<file path="src/rtl/fifo_wptr_full_ctrl_if.sv">
// ----------------------------------------------------------------------------
// fifo_wptr_full_ctrl_if
//   Write-side bus of the async FIFO write controller.
//   master : producer / surrounding FIFO logic (drives wr_en, clr_ovf and the
//            synchronized read pointer; observes strobe, address, flags)
//   slave  : fifo_wptr_full_ctrl
//   Signals:
//     wr_en, clr_ovf, rq2_rptr_gray        -> controller
//     mem_we, waddr, wptr_gray, full,
//     overflow                             <- controller
//     almost_full, wr_level                <- controller (FIFO_AFULL_EN only)
// ----------------------------------------------------------------------------
interface fifo_wptr_full_ctrl_if #(
    parameter int ADDR_WIDTH = 4
);
    logic                  wr_en;
    logic [ADDR_WIDTH:0]   rq2_rptr_gray;
    logic                  clr_ovf;
    logic                  mem_we;
    logic [ADDR_WIDTH-1:0] waddr;
    logic [ADDR_WIDTH:0]   wptr_gray;
    logic                  full;
    logic                  overflow;
`ifdef FIFO_AFULL_EN
    logic                  almost_full;
    logic [ADDR_WIDTH:0]   wr_level;
`endif

    modport master (
        output wr_en, rq2_rptr_gray, clr_ovf,
`ifdef FIFO_AFULL_EN
        input  almost_full, wr_level,
`endif
        input  mem_we, waddr, wptr_gray, full, overflow
    );

    modport slave (
        input  wr_en, rq2_rptr_gray, clr_ovf,
`ifdef FIFO_AFULL_EN
        output almost_full, wr_level,
`endif
        output mem_we, waddr, wptr_gray, full, overflow
    );
endinterface

</file>
<file path="src/rtl/fifo_wptr_full_ctrl.sv">
// ----------------------------------------------------------------------------
// fifo_wptr_full_ctrl
//   Write-domain controller of an asynchronous FIFO. Keeps the binary write
//   pointer (memory address) and the Gray write pointer handed to the read
//   domain, and derives a registered full flag plus a sticky overflow flag
//   from the synchronized read Gray pointer.
//
//   Ports:
//     clk  : write-domain clock, rising edge
//     rst  : synchronous active-high reset
//     bus  : fifo_wptr_full_ctrl_if.slave
//            wr_en / clr_ovf / rq2_rptr_gray in,
//            mem_we (comb) / waddr / wptr_gray / full / overflow out
//
//   Optional feature macro: FIFO_AFULL_EN
//     Adds parameter AFULL_THRESH and the almost_full / wr_level outputs,
//     computed from a Gray-to-binary conversion of the read pointer.
// ----------------------------------------------------------------------------
module fifo_wptr_full_ctrl #(
    parameter int ADDR_WIDTH = 4
`ifdef FIFO_AFULL_EN
    ,
    parameter int AFULL_THRESH = 12
`endif
) (
    input  logic                  clk,
    input  logic                  rst,
    fifo_wptr_full_ctrl_if.slave  bus
);
    localparam int A = ADDR_WIDTH;

    logic [A:0] wptr_bin;
    logic [A:0] wptr_gray_q;
    logic [A:0] wbin_next;
    logic [A:0] wgray_next;
    logic [A:0] rq2_full_cmp;
    logic       full_q;
    logic       ovf_q;
    logic       accept;
    logic       full_next;

    // full_q is registered, so mem_we has no path from rq2_rptr_gray.
    assign accept     = bus.wr_en & ~full_q & ~rst;
    assign wbin_next  = wptr_bin + {{A{1'b0}}, accept};
    assign wgray_next = wbin_next ^ (wbin_next >> 1);

    // In Gray code, "write is exactly one lap ahead" means the top two bits
    // are inverted and the rest equal.
    assign rq2_full_cmp = {~bus.rq2_rptr_gray[A:A-1], bus.rq2_rptr_gray[A-2:0]};
    assign full_next    = (wgray_next == rq2_full_cmp);

    always_ff @(posedge clk) begin
        if (rst) begin
            wptr_bin    <= '0;
            wptr_gray_q <= '0;
            full_q      <= 1'b0;
            ovf_q       <= 1'b0;
        end else begin
            wptr_bin    <= wbin_next;
            wptr_gray_q <= wgray_next;
            full_q      <= full_next;
            // Set has priority over clear.
            if (bus.wr_en & full_q)
                ovf_q <= 1'b1;
            else if (bus.clr_ovf)
                ovf_q <= 1'b0;
        end
    end

    assign bus.mem_we    = accept;
    assign bus.waddr     = wptr_bin[A-1:0];
    assign bus.wptr_gray = wptr_gray_q;
    assign bus.full      = full_q;
    assign bus.overflow  = ovf_q;

`ifdef FIFO_AFULL_EN
    localparam logic [A:0] AF_TH = AFULL_THRESH[A:0];

    logic [A:0] rbin;
    logic [A:0] lvl_next;
    logic [A:0] lvl_q;
    logic       af_q;

    // Gray-to-binary: each binary bit is the XOR of all Gray bits at or above it.
    always_comb begin
        rbin = '0;
        for (int i = 0; i <= A; i++)
            rbin[i] = ^(bus.rq2_rptr_gray >> i);
    end

    // Uses the lagging read pointer, so the level can only over-report.
    assign lvl_next = wbin_next - rbin;

    always_ff @(posedge clk) begin
        if (rst) begin
            lvl_q <= '0;
            af_q  <= 1'b0;
        end else begin
            lvl_q <= lvl_next;
            af_q  <= (lvl_next >= AF_TH);
        end
    end

    assign bus.wr_level    = lvl_q;
    assign bus.almost_full = af_q;
`endif

endmodule

</file>
<file path="src/flat_wrapper.sv">
// flat-port wrapper written by rule: the top's interface ports become plain ports
module fifo_wptr_full_ctrl_flat 
#(
    parameter int ADDR_WIDTH = 4

)
  (clk, rst, bus_wr_en, bus_rq2_rptr_gray, bus_clr_ovf, bus_mem_we, bus_waddr, bus_wptr_gray, bus_full, bus_overflow);
  fifo_wptr_full_ctrl_if #(.ADDR_WIDTH(ADDR_WIDTH)) bus_i ();
  input  logic clk;
  input  logic rst;
  input wire logic [$bits(bus_i.wr_en)-1:0] bus_wr_en;
  input wire logic [$bits(bus_i.rq2_rptr_gray)-1:0] bus_rq2_rptr_gray;
  input wire logic [$bits(bus_i.clr_ovf)-1:0] bus_clr_ovf;
  output wire logic [$bits(bus_i.mem_we)-1:0] bus_mem_we;
  output wire logic [$bits(bus_i.waddr)-1:0] bus_waddr;
  output wire logic [$bits(bus_i.wptr_gray)-1:0] bus_wptr_gray;
  output wire logic [$bits(bus_i.full)-1:0] bus_full;
  output wire logic [$bits(bus_i.overflow)-1:0] bus_overflow;
  assign bus_i.wr_en = bus_wr_en;
  assign bus_i.rq2_rptr_gray = bus_rq2_rptr_gray;
  assign bus_i.clr_ovf = bus_clr_ovf;
  assign bus_mem_we = bus_i.mem_we;
  assign bus_waddr = bus_i.waddr;
  assign bus_wptr_gray = bus_i.wptr_gray;
  assign bus_full = bus_i.full;
  assign bus_overflow = bus_i.overflow;
  fifo_wptr_full_ctrl #(.ADDR_WIDTH(ADDR_WIDTH)) u_core (.clk(clk), .rst(rst), .bus(bus_i));
endmodule
</file>
<file path="config.mk">
export PLATFORM = sky130hd
export DESIGN_NAME = fifo_wptr_full_ctrl_flat
export DESIGN_NICKNAME = d
export VERILOG_FILES = /design/src/rtl/fifo_wptr_full_ctrl_if.sv /design/src/rtl/fifo_wptr_full_ctrl.sv /design/src/flat_wrapper.sv
export SDC_FILE = /design/constraint.sdc
export NUM_CORES = 1
export LEC_CHECK = 0
export BUFFER_PORTS_ARGS = -buffer_cell sky130_fd_sc_hd__buf_2
export CORE_AREA = 2 2 39 41
export CTS_CLUSTER_SIZE = 12
export DETAILED_ROUTE_END_ITERATION = 16
export DIE_AREA = 0 0 41 43
export GPL_ROUTABILITY_DRIVEN = 0
export HOLD_SLACK_MARGIN = 0.02
export PLACE_DENSITY = 0.65
export SYNTH_ARGS = -nofsm -noshare
export SYNTH_HDL_FRONTEND = slang
export SYNTH_SLANG_ARGS = --single-unit
</file>
<file path="constraint.sdc">
create_clock -name clk -period 2.3 [get_ports clk]
set_clock_uncertainty 0.05 [all_clocks]
set_input_delay 0.23 -clock clk [delete_from_list [all_inputs] [get_ports clk]]
set_output_delay 0.23 -clock clk [all_outputs]
set_load 0.02 [all_outputs]
</file>
==> results of run 1 <==
path summary, 6_finish.rpt:
check | startpoint | slack [ps] | depth (start not counted) | endpoint
min | bus_wr_en | 180 | 3 | u_core.bus.overflow$_SDFFE_PP0P_
min reg2reg | u_core.bus.overflow$_SDFFE_PP0P_ | 430 | 2 | u_core.bus.overflow$_SDFFE_PP0P_
max | u_core.bus.full$_SDFF_PP0_ | 210 | 7 | u_core.bus.full$_SDFF_PP0_
max reg2reg | u_core.bus.full$_SDFF_PP0_ | 210 | 7 | u_core.bus.full$_SDFF_PP0_
state kept, by name (all words and copies together), names as in the netlist:
register              cells
u_core.bus.wptr_gray      5
u_core.wptr_bin           4
u_core.bus.full           1
u_core.bus.overflow       1
final cells by class:
type                            count  area [um^2]
Clock buffer                        4         26.3
Fill cell                         137          716
Multi-Input combinational cell     38          287
Sequential cell                    11          220
Tap cell                           16         20.0
Timing Repair Buffer               22          115
metrics by stage:
step                      cells  setup slack [ps]  utilization  power, uW
final                        91               210        0.483        384
after global routing         91              52.1        0.483        407
after CTS                    91               187        0.483        390
after detailed placement     87               160        0.464        262
after global placement       87               207        0.464        261
after floorplan              50              15.7            -        242
cell families (layout without fill, tap and decap cells):
logic type / Yosys count / count (layout) / share of synthesized area
adders and majority gates: 2 / 2 / 0.0501
DFF: 11 / 11 / 0.441
xor gates and xnor gates: 11 / 11 / 0.208
and+or+nand+nor: 20 / 20 / 0.216
AOI/OAI and AO/OA: 5 / 5 / 0.0777
buffers and inverters: 1 / 26 / 0.00751
power groups by stage:
stage / combinational (uW) / sequential [uW] / clock, uW
global placement: 58.6 / 203 / 0
finish: 58.4 / 198 / 128
CTS: 59.2 / 198 / 133
detailed placement: 59.1 / 203 / 0
floorplan: 31.9 / 210 / 0
global route: 64.6 / 199 / 144
per-layer routing:
| layer | vias to the layer above | GRT usage | wire length (um) |
|---|---|---|---|
| met1 | 193 | 0.140 | 410 |
| met5 | - | 0 | 0 |
| met3 | 2 | 0.0471 | 53 |
| li1 | 217 | - | - |
| met4 | 0 | 0.0800 | 14 |
| met2 | 10 | 0.200 | 412 |
worst max-delay path, stage by stage, from the launching register on:
cell and delay (ps):
dfxtp_1 340, nor3b_4 180, ha_1 190, ha_1 290
xnor2_1 190, or3_1 320, a211o_1 270, a211oi_2 180
layout by cell type, fill, tap and decap left out, types with 2 or more instances in the layout:
cell / n
xnor2_1: 5
buf_4: 2
a21oi_1: 2
buf_2: 20
nand3_1: 3
ha_1: 2
nor2_1: 6
xor2_1: 5
nand2_1: 2
nor2b_1: 2
dfxtp_1: 11
clkbuf_4: 3
nand2b_1: 2
==> results list, run 1 <==
- CORE AREA: 1380 um^2
- Total grt overflow: 0
* Layout cell share with drive strength beyond 1: 0.400
- Most used standard cell by instance count after synthesis: dfxtp_1
- Switching power share of the total: 0.246
- # Max-Cap Violations: 0
* Share of the clock period used by the worst path: 0.909
* Switch Pwr: 94.5 uW
* DPL Wire Length: 729 um
* Fmax: 0.478 GHz
- The number of pins exceeding their max-slew limit in the final report came to 0.
* Startpoint-to-endpoint class of the critical path: reg -> reg
- STA puts the critical path data arrival time at 2220 ps.
- After routing, the total negative slack on setup checks comes to 0 ps.
- The worst setup path is launched from a flop.
- The longest clock path from root to sink contains 2 buffers.
- After the first detailed-routing iteration, the DRC count stood at 3.
- Counting distinct cell types in the post-synthesis netlist gives 19.
* Reg clk slew, reported paths: 70 ps
- Ranked by total cell area, the synthesized netlist is headed by dfxtp_1 (44%), xnor2_1 (8.8%), xor2_1 (8.8%).
- Slew margin rel.: 0.751
* Total leakage power: 0.000306 uW
- Measured along the x axis, the die boundary spans 41 um.
- Along the worst path, the maximum fanout reaches 5.
- Clock latency on the worst-skew pair, taken at its later pin, is 260 ps.
- Clock share of power: 0.332
- Total routing resource utilization after global routing: 0.129
- Post-synthesis async set-or-reset flop share: 0
* Worst hold-check slack: 178 ps
* Detailed-route vias per instance: 4.64
- The initial utilization of the core area, before any placement, comes to 0.361.
* Dpl cell area: 642 um^2
- Setup violations, final: 0
* Number of standard cells after synthesis: 50
- Min Tclk post-route: 2090 ps
- Number of antenna repair diodes: 0
* TritonCTS Buffers: 3
- After clock tree synthesis, the flow added hold-fix buffers numbering 0.
- P per Cell Area: 575 nW/um^2
- After detailed routing, the average wire length per cell comes to 9.78 um.
- The flow ran to the end, and the final reports show no timing, DRC or antenna violations.
- Post-Syn Nets: 61
* Pin slew with the least headroom to its limit: 372 ps
- The die covers 1760 um^2.
- Proportion of netlist area held by the largest area contributor: 0.441
- STA puts the critical path data required time at 2430 ps.
* CTS H-tree lvls: 1
- During I/O placement, the number of pins put on the boundary was 21.
* Mean instance size in the synthesized netlist: 9.98 um^2
- Residual DRC: 0
- The finished cells cover 668 um^2.
- Synth top cells by count: dfxtp_1 (11), nor2_1 (6), xnor2_1 (5), xor2_1 (5), nand3_1 (3)
* Antenna violations before repair: 0
- Gates resized, CTS repair: 0
* Hold Fails Final Rpt: 0
* Total Nets Final: 87
- Clock tree synthesis found a total of 11 sinks.
- Internal Power: 290 uW
* Power share of the sequential group: 0.516
* Vertical die dimension: 43 um
* Crit. End Element: flop
- Post-CTS setup buffer count: 0
- Port bufs: 20
- The routed layout has 422 vias.
- The first detailed-routing pass ran for 3 iterations.
- Worst voltage drop across the vdd grid: 0.242 mV
* Most area-hungry cell type in the Yosys netlist: dfxtp_1
* RSZ-0062 raised after global routing: false
* Relative area change from synthesis to final layout: 33.8%
* Combined area of all synthesized cells: 499 um^2
- TritonCTS built the clock tree.
- Dominant register cell in the synthesized netlist: dfxtp_1
- Yosys printed 0 warnings.
- Register bit count reported by yosys: 11
* Cell Rows: 14
* Sequential area share after synthesis: 0.441
- Number of enable flip-flop cells after synthesis: 0
* Worst min-delay path class: in -> reg
- Combinational share of power: 0.152
- Routed WL: 890 um
- Library cell used as clock root buffer: clkbuf_4
* Largest net degree at the start of global routing: 12
* Via count of the first global-routing pass: 391
- Count of antenna-violating nets left after detailed routing: 0
- The first global-routing pass estimated 1480 um of wire.
Note: power is estimated with default switching activity, not from simulation.
==> inputs of run 2 (changes only) <==
--- a/config.mk
+++ b/config.mk
@@ -5,7 +5,7 @@
 export SDC_FILE = /design/constraint.sdc
 export NUM_CORES = 1
 export LEC_CHECK = 0
-export BUFFER_PORTS_ARGS = -buffer_cell sky130_fd_sc_hd__buf_2
+export BUFFER_PORTS_ARGS = -buffer_cell sky130_fd_sc_hd__buf_4
 export CORE_AREA = 2 2 39 41
 export CTS_CLUSTER_SIZE = 12
 export DETAILED_ROUTE_END_ITERATION = 16
==> run 2 against run 1 <==
  * Critical endpoint unchanged
  * Routed wire length is 7.1% higher
  * Maximum frequency up 1.2%
  * Worst setup slack improved by 26 ps
  * Cell area increased by 6.4%
  * Highest routed layer unchanged
  * Largest cell class unchanged
  * Global-route usage barely moved
==> results list, run 2 (synthesis gave the netlist of run 1 again) <==
- Max FO, Critical Path: 4
- Wire length per cell after detailed routing: 10.6 um
- Leaving out fill and tap cells, the most frequent cell in the layout is buf_4.
- Detailed placement finished with a half-perimeter wire length of 759 um.
- In this run the number of H-tree levels came out at 1.
- The clock drives 11 sinks.
- For this run, the slowest stage of the critical path takes 350 ps.
* Detailed-route vias per instance: 4.59
- Across the VDD grid, the largest voltage drop is 0.238 mV.
- Antenna violations before repair: 0
- P per Cell Area: 555 nW/um^2
- Total leakage power: 0.000309 uW
* Slew margin rel.: 0.701
- The number of hold buffers added after CTS was 0.
* Critical R2R Launch: u_core.bus.full$_SDFF_PP0_
- Derived from the worst setup path, the maximum achievable clock frequency is 0.484 GHz.
- Relative area change from synthesis to final layout: 42.4%
* Clock insertion delay at the later pin of the skew report: 270 ps
* CP Buf/Inv Count: 0
- Number of antenna repair diodes: 0
* Port bufs: 20
- Summed over all failing endpoints, the final setup total negative slack is 0 ps.
- Once detail routing completed, the nets flagged for antenna violations numbered 0.
- The first routing iteration left 2 violations.
- Hold Fails Final Rpt: 0
- The number of cells on the worst reg-to-reg path is 7.
* RSZ-0062 raised after global routing: false
* Reg clk slew, reported paths: 70 ps
- Total Nets Final: 86
* Critical Path AT: 2210 ps
- Total I/O pin count: 21
* Cell Rows: 14
* Maximum root-to-sink buffer count: 2
* Crit path top cell by count: ha_1
* Cell count of the worst hold path: 3
- Max-cap violations in this run came to 0.
- Vertical die dimension: 43 um
- First-pass GRT wire length: 1470 um
* Top library cells by usage in the layout, fill and taps aside: buf_4 (21), dfxtp_1 (11), nor2_1 (6), xnor2_1 (5), xor2_1 (5)
* CORE AREA: 1380 um^2
- Max-slew violation count: 0
- Min Tclk post-route: 2060 ps
- For the pin with the worst max-slew slack, the measured transition is 446 ps.
- Cell-by-cell listing of the critical path: nor3b_4 > ha_1 > ha_1 > xnor2_1 > or3_1 > a211o_1 > a211oi_2
- The startpoint identified for the worst hold timing path is bus_wr_en.
- Total grt overflow: 0
- Crit. End Element: flop
- Number of vias after detailed routing: 413
* Horiz. Die Dim: 41 um
- Post-CTS setup buffer count: 0
- For this configuration, the core starts out at a cell density of 0.361.
- In this run the register-to-register setup slack is 240 ps.
- After routing the design area is 711 um^2.
* Layout cell share with drive strength beyond 1: 0.392
* Capture point of the worst reg-to-reg path: u_core.bus.full$_SDFF_PP0_
- Setup violations, final: 0
- Startpoint class of the critical path: flop
- Dpl cell area: 684 um^2
* Worst Hold Endpoint: u_core.bus.overflow$_SDFFE_PP0P_
* Gates resized, CTS repair: 0
- Dividing the final minimum period by the clock period gives 0.898.
- On the critical path, the stage with the largest delay is an instance of dfxtp_1.
- The critical path in this run is classified as reg -> reg.
* Worst min-delay path class: in -> reg
* TritonCTS Buffers: 3
- TritonCTS built the clock tree.
- For this run, design rule violations remaining after detail routing come to 0.
- Data on the critical path is required at its endpoint by 2440 ps.
- In this design, the largest share of critical-path delay is due to simple AND/OR/NAND/NOR gates.
- The via count of the first global-routing pass is 385.
* Pre-antenna DRT Iters: 2
- Routed WL: 953 um
* Flip-flop count of the largest register after layout: 5
* Library cell used as clock root buffer: clkbuf_4
- For this run, the total global-route usage over all layers was measured as 0.129.
- Area of the die: 1760 um^2
* Largest net degree at the start of global routing: 13
* Run status: finished clean
## run 2: cell types whose count changed in the layout (fill, tap and decap cells not counted)
cell	change
buf_2	-20
buf_4	+19
## run 2: worst min-delay path, stage by stage
cell,delay [ps]
buf_4,110
nand2_1,50
a21oi_1,50
## run 2: area by class of cell
cell class / instances / area (um^2)
Sequential cell: 11 / 220
Timing Repair Buffer: 21 / 158
Multi-Input combinational cell: 38 / 287
Fill cell: 140 / 673
Clock buffer: 4 / 26.3
Tap cell: 16 / 20.0
## run 2: how the worst max path moves through the flow
stage,from,to,cells past startpoint
after floorplan,rst,u_core.bus.full$_SDFF_PP0_,8
after global placement,rst,u_core.bus.full$_SDFF_PP0_,8
final,u_core.bus.full$_SDFF_PP0_,u_core.bus.full$_SDFF_PP0_,7
after detailed placement,rst,u_core.bus.full$_SDFF_PP0_,8
after global routing,u_core.bus.full$_SDFF_PP0_,u_core.bus.full$_SDFF_PP0_,7
after CTS,u_core.bus.full$_SDFF_PP0_,u_core.bus.full$_SDFF_PP0_,7
## run 2: per-stage QoR
stage | setup WS [ps] | util | std cells | hold WS [ps] | power, uW
floorplan | 15.7 | - | 50 | 252 | 242
global placement | 193 | 0.495 | 86 | 426 | 269
detailed placement | 146 | 0.495 | 86 | 416 | 270
CTS | 214 | 0.514 | 90 | 168 | 397
global route | 141 | 0.514 | 90 | 188 | 415
finish | 236 | 0.514 | 90 | 168 | 394
## run 2: power breakdown
group / total, uW / internal [uW] / switching, uW
clock network: 129 / 67.1 / 61.9
registers: 199 / 196 / 2.68
logic: 66.4 / 34.5 / 31.9
## run 2: layer usage
| layer | global-route usage | part of all wire | up-vias |
|---|---|---|---|
| met5 | 0 | 0 | - |
| met4 | 0.120 | 0.040 | 0 |
| met3 | 0.0314 | 0.049 | 5 |
| met2 | 0.172 | 0.48 | 13 |
| met1 | 0.159 | 0.42 | 181 |
| li1 | - | - | 214 |
